File: config.mk
export PLATFORM = sky130hd
export DESIGN_NAME = timer_counter
export DESIGN_NICKNAME = d
export VERILOG_FILES = /design/src/rtl/timer_counter_pkg.sv /design/src/rtl/timer_counter.sv
export SDC_FILE = /design/constraint.sdc
export NUM_CORES = 1
export LEC_CHECK = 0
export CAP_MARGIN = 15
export CELL_PAD_IN_SITES_DETAIL_PLACEMENT = 1
export CELL_PAD_IN_SITES_GLOBAL_PLACEMENT = 1
export CORE_MARGIN = 2
export CORE_UTILIZATION = 40
export CTS_CLUSTER_DIAMETER = 150
export DETAILED_ROUTE_END_ITERATION = 10
export PLACE_DENSITY_LB_ADDON = 0.05
export SYNTH_ARGS = -nofsm -noshare
export SYNTH_HDL_FRONTEND = slang
export SYNTH_SLANG_ARGS = --single-unit
File: constraint.sdc
create_clock -name clk -period 6.1 [get_ports clk]
set_clock_uncertainty 0.2 [all_clocks]
set_input_delay 1.83 -clock clk [delete_from_list [all_inputs] [get_ports clk]]
set_output_delay 1.83 -clock clk [all_outputs]
set_load 0.02 [all_outputs]
File: src/rtl/timer_counter_pkg.sv
// Shared definitions for the memory-mapped down-counting timer.
//   - register offsets decoded from addr[3:2]
//   - FSM state encoding
//   - MODE codes and CTRL bit indices
// No ports; imported by timer_counter.
package timer_counter_pkg;

   localparam int CNT_W_DEF  = 32;
   localparam int CTRL_W_DEF = 4;

   // Register offsets (word index within the 16-byte window)
   localparam logic [1:0] OFF_CTRL   = 2'd0;
   localparam logic [1:0] OFF_PRESET = 2'd1;
   localparam logic [1:0] OFF_COUNT  = 2'd2;

   // CTRL bit indices
   localparam int CTRL_EN      = 0;
   localparam int CTRL_MODE_LO = 1;
   localparam int CTRL_MODE_HI = 2;
   localparam int CTRL_IM      = 3;

   // MODE codes; 2'b1x is treated as one-shot
   localparam logic [1:0] MODE_ONESHOT = 2'b00;
   localparam logic [1:0] MODE_AUTO    = 2'b01;

   typedef enum logic [1:0] {
      ST_IDLE = 2'd0,
      ST_LOAD = 2'd1,
      ST_CNT  = 2'd2,
      ST_INT  = 2'd3
   } tc_state_e;

endpackage

File: src/rtl/timer_counter.sv
// Memory-mapped down-counting timer (bridge responder).
// Ports:
//   clk    in   system clock, rising edge
//   reset  in   asynchronous active-low reset
//   addr   in   [31:0] bridge address; only addr[3:2] decoded
//   we     in   word write enable, already range-qualified by the bridge
//   wdata  in   [31:0] write data
//   rdata  out  [31:0] combinational read of the selected register
//   irq    out  interrupt request = irq_flag & CTRL.IM
// Bus protocol: there is no valid/ready handshake. A write is accepted on
// every rising edge where we=1; reads are purely combinational from addr
// and never stall or have side effects.
module timer_counter
   import timer_counter_pkg::*;
#(
   parameter int CNT_W  = CNT_W_DEF,
   parameter int CTRL_W = CTRL_W_DEF
) (
   input  logic        clk,
   input  logic        reset,
   input  logic [31:0] addr,
   input  logic        we,
   input  logic [31:0] wdata,
   output logic [31:0] rdata,
   output logic        irq
);

   tc_state_e         state_q, state_d;
   logic [CTRL_W-1:0] ctrl_q, ctrl_d;
   logic [CNT_W-1:0]  preset_q, preset_d;
   logic [CNT_W-1:0]  count_q, count_d;
   logic              flag_q, flag_d;

   logic       en;
   logic       auto_reload;
   logic [1:0] reg_sel;

   assign reg_sel     = addr[3:2];
   assign en          = ctrl_q[CTRL_EN];
   assign auto_reload = (ctrl_q[CTRL_MODE_HI:CTRL_MODE_LO] == MODE_AUTO);

   // Address bits outside [3:2] are decoded by the bridge, not here.
   logic unused_addr;
   assign unused_addr = ^{addr[31:4], addr[1:0]};

   always_ff @(posedge clk or negedge reset) begin
      if (!reset) begin
         state_q  <= ST_IDLE;
         ctrl_q   <= '0;
         preset_q <= '0;
         count_q  <= '0;
         flag_q   <= 1'b0;
      end else begin
         state_q  <= state_d;
         ctrl_q   <= ctrl_d;
         preset_q <= preset_d;
         count_q  <= count_d;
         flag_q   <= flag_d;
      end
   end

   always_comb begin
      state_d  = state_q;
      ctrl_d   = ctrl_q;
      preset_d = preset_q;
      count_d  = count_q;
      flag_d   = flag_q;

      case (state_q)
         ST_IDLE: begin
            if (en) state_d = ST_LOAD;
         end
         ST_LOAD: begin
            count_d = preset_q;
            flag_d  = 1'b0;
            state_d = ST_CNT;
         end
         ST_CNT: begin
            if (!en) begin
               state_d = ST_IDLE;
            end else if (count_q > CNT_W'(1)) begin
               count_d = count_q - CNT_W'(1);
            end else begin
               // Covers COUNT==0 too, so PRESET=0 acts like PRESET=1 and
               // the counter can never wrap.
               count_d = '0;
               flag_d  = 1'b1;
               state_d = ST_INT;
            end
         end
         ST_INT: begin
            if (auto_reload) begin
               flag_d  = 1'b0;
               state_d = ST_LOAD;
            end else begin
               ctrl_d[CTRL_EN] = 1'b0;
               state_d         = ST_IDLE;
            end
         end
         default: state_d = ST_IDLE;
      endcase

      // Bus writes are applied after the FSM so a CTRL write overrides the
      // FSM's EN auto-clear and any flag update in the same cycle.
      if (we) begin
         case (reg_sel)
            OFF_CTRL: begin
               ctrl_d = wdata[CTRL_W-1:0];
               flag_d = 1'b0;
            end
            OFF_PRESET: preset_d = wdata[CNT_W-1:0];
            default: ;
         endcase
      end
   end

   always_comb begin
      rdata = '0;
      case (reg_sel)
         OFF_CTRL:   rdata = 32'(ctrl_q);
         OFF_PRESET: rdata = 32'(preset_q);
         OFF_COUNT:  rdata = 32'(count_q);
         default:    rdata = '0;
      endcase
   end

   assign irq = flag_q & ctrl_q[CTRL_IM];

endmodule
Word level (Yosys, flattened, before mapping)
Index checks and enable logic that the tools add are counted.
- add/subtract/negate cells: 1
- $lt $le $gt $ge: 1
- eq/ne operators: 9
- mux-type cells: 19
- bitwise gates (word level): 1
- reduce and logical (&&, ||, !) cells: 7
- operators by type and width (kind ; count):
    $pmux W32 S3 ; 1
    $mux W32 ; 2
    $pmux W32 S2 ; 1
    $gt A32 B1 Y1 const B ; 1
    $sub A32 B1 Y32 const B ; 1
    $mux W1 ; 10
    $pmux W2 S4 ; 1
    $reduce_and A2 Y1 ; 4
    $eq A2 B1 Y1 const B ; 3
    $eq A2 B2 Y1 const B ; 3
    $mux W2 ; 3
    $logic_not A2 Y1 ; 2
    $ne A2 B2 Y1 const B ; 2
    $ne A3 B3 Y1 const B ; 1
    $pmux W1 S3 ; 1
    $reduce_bool A2 Y1 ; 1
    $and A1 B1 Y1 ; 1
- register bits: 71
- output and inout bits: 33

Depth between registers and ports, before layout
Gate-level depths: netlist of the first run.
- depth in word-level cells: 6
- depth in mapped cells: 9
- gate-level depth less buffers: 7

Least setup slack after synthesis of the first run
Ideal clock, no wire load.
- path type: input port to output port
- start point: input addr[2]
- end point: output rdata[10]
- arrival time: 3.160 ns
- data required time: 4.070 ns
- slack: 0.910 ns
- stages on the path: 5
- path through: clkbuf_1 -> nor2b_1 -> clkbuf_1 -> buf_1 -> a22o_1
- longest elaborated chain between the ends: 2
- elaborated cells on any way between the ends: 4
- classes of those cells: eq/ne: 2; mux: 1; reduce/logical: 1
- RTL lines (item ; line ; source):
    from (decl) ; timer_counter.sv:21 ; input logic [31:0] addr,
    $eq A2 B2 Y1, or another cell as far along ; timer_counter.sv:119 ; case (reg_sel)
    $pmux W32 S3 * ; timer_counter.sv:119 ;
    to (decl) ; timer_counter.sv:24 ; output logic [31:0] rdata,
Every way passes the cells marked *; elsewhere a longest branch is shown, timed or not.

Worst setup path in the final report of the first run
- start point: input addr[2]
- end point: output rdata[25]
The elaborated chain is that of the path after synthesis.

==> results list, run 1 <==
- The run finished with clean final reports.
* Remaining design rule violation count: 0
- First-pass detailed-route iteration total: 4
* Period minus WS final: roughly 5.8 ns
- Counting flops with an async set or reset pin after synthesis yields a share of 100.0%.
- Data on the critical path arrives at its endpoint at ~3.7 ns.
* Startpoint of the most critical register-to-register path: state_q[0]$_DFFE_PN0P_
- For this design, the slowest cell found on the critical path is sky130_fd_sc_hd__clkdlybuf4s50_1.
* Wire length after detailed routing: roughly 12000 µm
- Clock tree synthesis inserted a total of 9 buffers.
- The most critical setup path has its endpoint at rdata[25].
- In this run the remaining antenna-violating nets after routing total 0.
* Post-synthesis to final-layout area growth: 27.31%
- Post-synth top cells: sky130_fd_sc_hd__dfrtp_1 (71), sky130_fd_sc_hd__a22o_1 (37), sky130_fd_sc_hd__o21ai_0 (36)
* Via count of the first global-routing pass: roughly 3600
* Yosys synthesis warning count: 0
- After layout, the worst path uses 94.61% of the clock period.
- The number of different library cells used by synthesis comes to 44.
* Setup slack of the worst register-to-register path: about 2.8 ns
* Endpoint required time on the critical path: approximately 4.1 ns
* Floorplan die width: 102.5 µm
- At the pin with the least slew margin, the transition time is between 1 and 1.5 ns.
- Setup total negative slack on the finished layout was measured at 0 ns.
- Most used flip-flop cell after synthesis: sky130_fd_sc_hd__dfrtp_1
- STA classifies the critical path endpoint as an output pin.
* Critical path startpoint: addr[2]
* Clock Tree Buf Depth: 2
- For this run, the top clock speed supported by timing is around 170 MHz.
- In this run the post-CTS setup repair buffer count came out at 0.
- The die covers roughly 11000 µm².
* I/O Pins: 100
- OpenSTA, run right after detailed placement, puts the worst setup slack at about 0.35 ns.
- Number of sinks driven by the clock tree: about 70
- Die Height: roughly 100 µm
- Family with the most delay on the worst path: buffers and inverters
* Root Buffer Master: sky130_fd_sc_hd__clkbuf_8
- Global-route wire length before repair: 19380 µm
- For this design, the CTS-stage hold fixing added 0 buffers.
* Clock tree from TritonCTS: built
- Global routing used a little under a quarter of the available tracks.
- Total number of placement rows: 35
- Post-synth top area share: approximately 46%
* Ratio of cells with drive above 1 in the final layout: between 15 and 20%
* DRC violation total after the first TritonRoute iteration: about 130
* Insertion delay to the later sink of the worst-skew pair: 0.35 ns
- Measured against its own limit, the worst slew margin works out to 24.52%.
- Number of hold violations in the final report: 0
* Type of the tightest min-delay check: reg -> reg
- Type of origin of the critical path: input pin
* CTS clk-pin slew, worst paths: 0.09 ns
* Area of the core: about 9300 µm²
* Layout Utilization: 52.97%
- Number of stages on the worst setup path: 5
* Standby leakage power: 1.965 nW
- Power spread over the standard cell area amounts to between 400 and 500 nW/µm².
* Seq/Total Area, Yosys: 45.78%
- Sorting the synthesized cells by area gives the leading types as sky130_fd_sc_hd__dfrtp_1 (46%), sky130_fd_sc_hd__mux2_2 (10%), sky130_fd_sc_hd__a22o_1 (8.3%).
- Routed wire length per instance: between 20 and 25 µm
- Ordered cell list for the critical path: clkdlybuf4s50_1, nor2b_2, buf_4, a22o_1, clkdlybuf4s50_1
- Max-slew violation count: 0
- In this run, synthesis inferred 0 flip-flops with an integrated enable.
- Most used standard cell by instance count after synthesis: sky130_fd_sc_hd__dfrtp_1
* Syn Area/Cell: approximately 9.9 µm²
- Buffers placed on the I/O ports in this run total 69.
- Final RePlAce weighted congestion: between 0.8 and 0.9
- Of all nets on the critical path, the largest fanout is 16.
- Worst R2R Path Depth: 6
- Entering global routing, the biggest net connects 43 pins.
- After detailed routing, the number of vias per cell comes to between 5 and 6.
- In this design, the stage delay of the slowest critical-path cell is 0.60 ns.
* Post-route non-filler standard cell count: 588
- Antenna cells: 0
* Worst Path Buf+Inv: 3
* Finish-stage setup viols: 0
* CTS HTree Levels: 3
* Max rail drop VDD: approximately 180 µV
- Unrepaired setup endpoints after global routing: false
- The endpoint identified for the worst register-to-register timing path is count_q[14]$_DFFE_PN0P_.
* Number of standard cells after synthesis: between 300 and 400
- The detailed router placed 3483 vias in this run.
* Library cell occupying the most area in the post-synthesis netlist: sky130_fd_sc_hd__dfrtp_1
* Post-Synthesis Cell Area: 3881 µm²
- The net count of the finished layout is 523.
- Number of antenna violations at the first check in global routing: 0
* GRT Residual Overflow: 0
* Post-Synthesis Net Count: around 460
- Final worst-path setup slack: between 0.3 and 0.4 ns
- The number of placed instances, taps included, is 572.
- The wire-length estimate of the detail-placed layout is 7879 µm.
- The most numerous cell type found on the critical path is sky130_fd_sc_hd__clkdlybuf4s50_1.
- Effective utilization at floorplan: a little over two fifths
* Number of maximum-capacitance violations: 0
- Post-CTS Resized: 0
* Synthesis-stage register bit count: 71
* Setup CP Type: in -> out
[state kept, by name, summed over array words and instances (netlist names)]
| register | cells |
|---|---|
| count_q | 32 |
| preset_q | 32 |
| ctrl_q | 4 |
| state_q | 2 |
| flag_q | 1 |
[report_power, final]
group          switching, W  total, W  leakage, nW  internal (W)
clock network      0.000189  0.000431        0.110      0.000242
logic              0.000469  0.000834        0.993      0.000365
registers          0.000199  0.000824        0.862      0.000625
[cell type report]
class                           count  area (µm²)
Tap cell                          129       161.4
Sequential cell                    71        1777
Inverter                            7       26.28
Clock buffer                       11       141.4
Timing Repair Buffer               81       788.3
Clock inverter                      5       81.33
Fill cell                        1066        4387
Multi-Input combinational cell    284        1966
[logic make-up (layout without fill, tap and decap cells)]
family / after synthesis / count (layout) / synth area share [%]
AO/OA/AOI/OAI: 129 / 129 / 23.53
adder cells (fa/ha/maj): 2 / 2 / 0.6446
buffers and inverters: 38 / 104 / 3.804
flip-flops: 71 / 71 / 45.78
multiplexers: 40 / 40 / 11.44
AND/OR/NAND/NOR: 113 / 113 / 14.80
[worst min-delay path by stage]
stage | startpoint | cells after the start | endpoint
detailed placement | count_q[27]$_DFFE_PN0P_ | 1 | count_q[27]$_DFFE_PN0P_
floorplan | count_q[31]$_DFFE_PN0P_ | 1 | count_q[31]$_DFFE_PN0P_
global placement | count_q[31]$_DFFE_PN0P_ | 1 | count_q[31]$_DFFE_PN0P_
finish | count_q[27]$_DFFE_PN0P_ | 1 | count_q[27]$_DFFE_PN0P_
global route | preset_q[6]$_DFFE_PN0P_ | 1 | preset_q[6]$_DFFE_PN0P_
CTS | count_q[27]$_DFFE_PN0P_ | 1 | count_q[27]$_DFFE_PN0P_
[per-stage QoR]
stage          area (µm²)  hold WS [ns]  power [W]
2_1_floorplan        3881        0.2697   0.001335
6_report             4941        0.3298   0.002090
3_3_place_gp         4718        0.2965   0.001620
5_1_grt              4941        0.3666   0.002237
3_5_place_dp         4718        0.3057   0.001660
4_1_cts              4941        0.3306   0.002099
[cells in the final DEF, fill, tap and decap left out, types with 11 or more instances in the layout]
cell type	netlist	layout
sky130_fd_sc_hd__a21oi_1	12	11
sky130_fd_sc_hd__nor2_1	19	19
sky130_fd_sc_hd__dfrtp_1	71	71
sky130_fd_sc_hd__o21ai_0	36	36
sky130_fd_sc_hd__mux2_2	35	35
sky130_fd_sc_hd__nor3_1	17	17
sky130_fd_sc_hd__a22o_1	37	37
sky130_fd_sc_hd__buf_4	0	11
sky130_fd_sc_hd__clkdlybuf4s50_1	0	68
sky130_fd_sc_hd__nor4_1	11	11
sky130_fd_sc_hd__nand2_1	32	32
[layer usage]
layer	vias to the layer above	track usage (%)	routed length, µm
li1	1612	-	-
met1	1787	34.00	5783
met2	78	38.46	5618
met3	6	4.203	396
met4	0	5.436	77
met5	-	0	0
[worst reg2reg max path, delay by kind of cell (launching register included)]
| kind | cells | cell delay [ns] |
|---|---|---|
| buffers and inverters | 2 | 1.03 |
| AO/OA/AOI/OAI | 3 | 0.57 |
| AND/OR/NAND/NOR | 1 | 0.92 |
| flip-flops | 1 | 0.44 |
Power figures use the tool's default switching activity.
==> run 2: changes to the inputs <==
--- a/config.mk
+++ b/config.mk
@@ -8,6 +8,7 @@
 export CAP_MARGIN = 15
 export CELL_PAD_IN_SITES_DETAIL_PLACEMENT = 1
 export CELL_PAD_IN_SITES_GLOBAL_PLACEMENT = 1
+export CORE_ASPECT_RATIO = 1.1
 export CORE_MARGIN = 2
 export CORE_UTILIZATION = 40
 export CTS_CLUSTER_DIAMETER = 150
==> results list, run 2 (synthesis results as in run 1) <==
- Run status: completed (unchanged).
* Max-slew violation count: 0 (unchanged)
- The number of max-capacitance violations reported came to 0 (unchanged).
* Hold Buf Count CTS: 0 (unchanged)
- Max rail drop VDD: 221.9 µV (was 182.4 µV)
- M3 GR Usage: 3.377% (was 4.203%)
* Wire length after detailed routing: 11440 µm (was 11880 µm)
* Detailed-placement wirelength estimate: 7696 µm (was 7879 µm)
- The part of the power in combinational logic came to 40.7% (was 39.9%).
* Routed wire length per instance: 19.89 µm (was 20.20 µm)
- The most common cell after layout, fill and taps aside was sky130_fd_sc_hd__dfrtp_1 (unchanged).
- Number of sinks driven by the clock tree: 71 (unchanged)
- Startpoint of the most critical register-to-register path: count_q[24]$_DFFE_PN0P_ (was state_q[0]$_DFFE_PN0P_)
- Met1 layer usage reported by global route: 27.59% (was 34.00%)
* Slowest Stage Delay on Critical Path: 0.63 ns (was 0.60 ns)
- The count of H-tree levels built during CTS came to 3 (unchanged).
- The initial core utilization was 41.30% (was 41.61%).
- The boundary pin count came to 100 (unchanged).
- The area growth from synthesis to layout came to 27.08% (was 27.31%).
* Layout Utilization: 52.48% (was 52.97%)
* GR met2 Demand/Resource: 40.95% (was 38.46%)
- The number of global-route vias before repair is 3719 (was 3556).
* Tot Pwr: 0.002062 W (was 0.002090 W)
- Clock tree from TritonCTS: built (unchanged)
- The CTS clock-pin slew for the worst setup and hold paths came to 0.08 ns (was 0.09 ns).
* DRT antenna net count: 0 (unchanged)
* Type of the tightest min-delay check: reg -> reg (unchanged)
- Switching part of the total power: 40.97% (was 41.02%)
- Post-route fraction of the period consumed by the critical path: 93.59% (was 94.61%)
- The sequential group share of total power was 39.7% (was 39.5%).
- The total congestion overflow after global routing was 0 (unchanged).
* Relative slew slack: 27.89% (was 24.52%)
- The pin count of the biggest net entering global routing came to 38 (was 43).
* CP max FO: 32 (was 16)
* Buffers inserted during post-CTS setup optimization: 0 (unchanged)
- The number of DRC markers after the initial detailed-route iteration was 148 (was 127).
- Cell-internal power: 0.001217 W (was 0.001232 W)
- The number of cells on the worst hold path came to 1 (unchanged).
* Period minus WS final: 5.709 ns (was 5.771 ns)
* Crit-path slowest cell: sky130_fd_sc_hd__clkdlybuf4s50_1 (unchanged)
* Family with the most delay on the worst path: buffers and inverters (unchanged)
* Antenna cells: 0 (unchanged)
* Worst reg2reg path endpoint: count_q[20]$_DFFE_PN0P_ (was count_q[14]$_DFFE_PN0P_)
- The slew at the pin with the worst max-slew slack came to 1.079 ns (was 1.130 ns).
- Number of hold violations in the final report: 0 (unchanged)
* Final RePlAce weighted congestion: 0.7872 (was 0.8085)
- The remaining routing DRC violations is 0 (unchanged).
* Post-CTS Resized: 0 (unchanged)
- The total via count after detailed routing is 3463 (was 3483).
- The worst path required time came to 4.07 ns (about the same).
- The final-report setup violation count was 0 (unchanged).
- Setup CP Type: in -> out (unchanged)
- The number of antenna violations at the first check in global routing is 0 (unchanged).
- The total leakage power was 1.968 nW (was 1.965 nW).
- The critical path's most frequent cell was sky130_fd_sc_hd__clkdlybuf4s50_1 (unchanged).
- Final TNS setup: 0 ns (unchanged)
* Highest clock frequency the design can meet: 175.2 MHz (was 173.3 MHz)
* Setup slack of the worst register-to-register path: 2.85 ns (was 2.84 ns)
* Fraction of power consumed by the clock network: 19.6% (was 20.6%)
- Net total in the final layout: 522 (was 523)
- Switching power: 0.0008446 W (was 0.0008572 W)
- Power density over the cells: 418.0 nW/µm² (was 422.9 nW/µm²)
- The buffer cell driving the clock tree root is sky130_fd_sc_hd__clkbuf_8 (unchanged).
* Die Height: 107.3 µm (was 102.5 µm)
- Floorplan die width: 97.92 µm (was 102.5 µm)
* Total GRT Usage: 22.73% (was 23.94%)
* Total CTS buffers: 9 (unchanged)
* Unrepaired setup endpoints after global routing: false (unchanged)
* Area of the core: 9398 µm² (was 9328 µm²)
* GRT busiest layer: met2 (unchanged)
- Global-route wire length before repair: 18860 µm (was 19380 µm)
- Worst hold start: preset_q[12]$_DFFE_PN0P_ (was count_q[27]$_DFFE_PN0P_)
- The buffer depth of the longest clock path came to 2 (unchanged).
* Insertion delay to the later sink of the worst-skew pair: 0.35 ns (about the same)
- The total buffers and inverters traversed by the critical path came to 3 (unchanged).
- The worst-case reg-to-reg path depth came to 8 (was 6).
- The endpoint arrival time on the critical path is 3.68 ns (was 3.74 ns).
* Most frequent cells in the layout: sky130_fd_sc_hd__dfrtp_1 (71), sky130_fd_sc_hd__clkdlybuf4s50_1 (68), sky130_fd_sc_hd__a22o_1 (37) (unchanged)
- Total number of placement rows: 37 (was 35)
- Top flop regs: count_q: 32 flops, preset_q: 32 flops, ctrl_q: 4 flops (unchanged).
- Ratio of cells with drive above 1 in the final layout: 14.85% (was 15.03%)
- The post-detailed-route via-to-cell ratio was 6.023 (was 5.923).
- The count of port buffers added during placement came to 69 (unchanged).
- The area of the die is 10510 µm² (about the same).
- The startpoint type of the worst setup path is an input pin (unchanged).
* Worst Hold End: count_q[12]$_DFFE_PN0P_ (was count_q[27]$_DFFE_PN0P_)
- Number of fillers in the final layout: 1040 (was 1066)
- Ordered cell list for the critical path: clkdlybuf4s50_1, nor2b_2, buf_12, nand2_1, o21ai_0, clkdlybuf4s50_1 (was clkdlybuf4s50_1, nor2b_2, buf_4, a22o_1, clkdlybuf4s50_1).
* Kind of end point of the critical path: output pin (unchanged)
- The detailed-routing iteration count for the pre-antenna-repair pass is 4 (unchanged).
==> run 2: cell count changes in the layout (fill, tap and decap cells not counted), sizes merged <==
| cell | before | now |
|---|---|---|
| buf | 13 | 12 |
| bufinv | 2 | 1 |
| clkbuf | 11 | 13 |
| clkinvlp | 1 | 0 |
==> run 2: metal layers <==
metal | part of all wire (%) | routed length, µm
met5 | 0 | 0
met3 | 2.7 | 306
met2 | 52 | 5894
met1 | 44 | 5016
met4 | 1.9 | 221
==> run 2: how the worst max path moves through the flow <==
| stage | startpoint | to | slack (ns) | depth (start not counted) |
|---|---|---|---|---|
| after detailed placement | addr[3] | rdata[0] | 0.36 | 6 |
| after global placement | addr[3] | rdata[0] | 0.36 | 6 |
| final | addr[3] | rdata[0] | 0.39 | 6 |
| after floorplan | addr[2] | rdata[10] | 0.91 | 5 |
| after global routing | addr[3] | rdata[1] | 0.28 | 6 |
| after CTS | addr[3] | rdata[0] | 0.37 | 6 |
==> run 2: final cells by class <==
class,count,area [µm²],area share (%)
clock inverters,3,40.04,0.8118
clock buffers,13,168.9,3.425
multi-input cells,284,1973,40.01
inverters,7,26.28,0.5327
repair buffers,80,800.8,16.24
flip-flops and latches,71,1777,36.02
well taps,117,146.4,2.968
==> run 2: worst reg2reg max path, delay by kind of cell (launching register included) <==
kind | cells | cell delay [ns]
buf+inv | 2 | 0.47
flops | 1 | 0.46
compound gates | 2 | 0.48
simple gates | 4 | 1.54
==> run 2: power groups by stage <==
stage / Sequential, W / Combinational (W) / Clock (W)
floorplan: 0.000752 / 0.000583 / 0
global placement: 0.000814 / 0.000803 / 0
detailed placement: 0.000823 / 0.000830 / 0
CTS: 0.000817 / 0.000836 / 0.000414
global route: 0.000848 / 0.000926 / 0.000432
finish: 0.000819 / 0.000840 / 0.000403
==> run 2: through the flow <==
stage	instance area, µm²	hold slack (ns)	cells	worst slack, ns
after global placement	4708	0.3001	558	0.3640
after detailed placement	4708	0.3171	558	0.3601
after global routing	4932	0.3523	575	0.2812
after floorplan	3881	0.2697	393	0.9101
after CTS	4917	0.3381	574	0.3655
final	4932	0.3288	575	0.3913
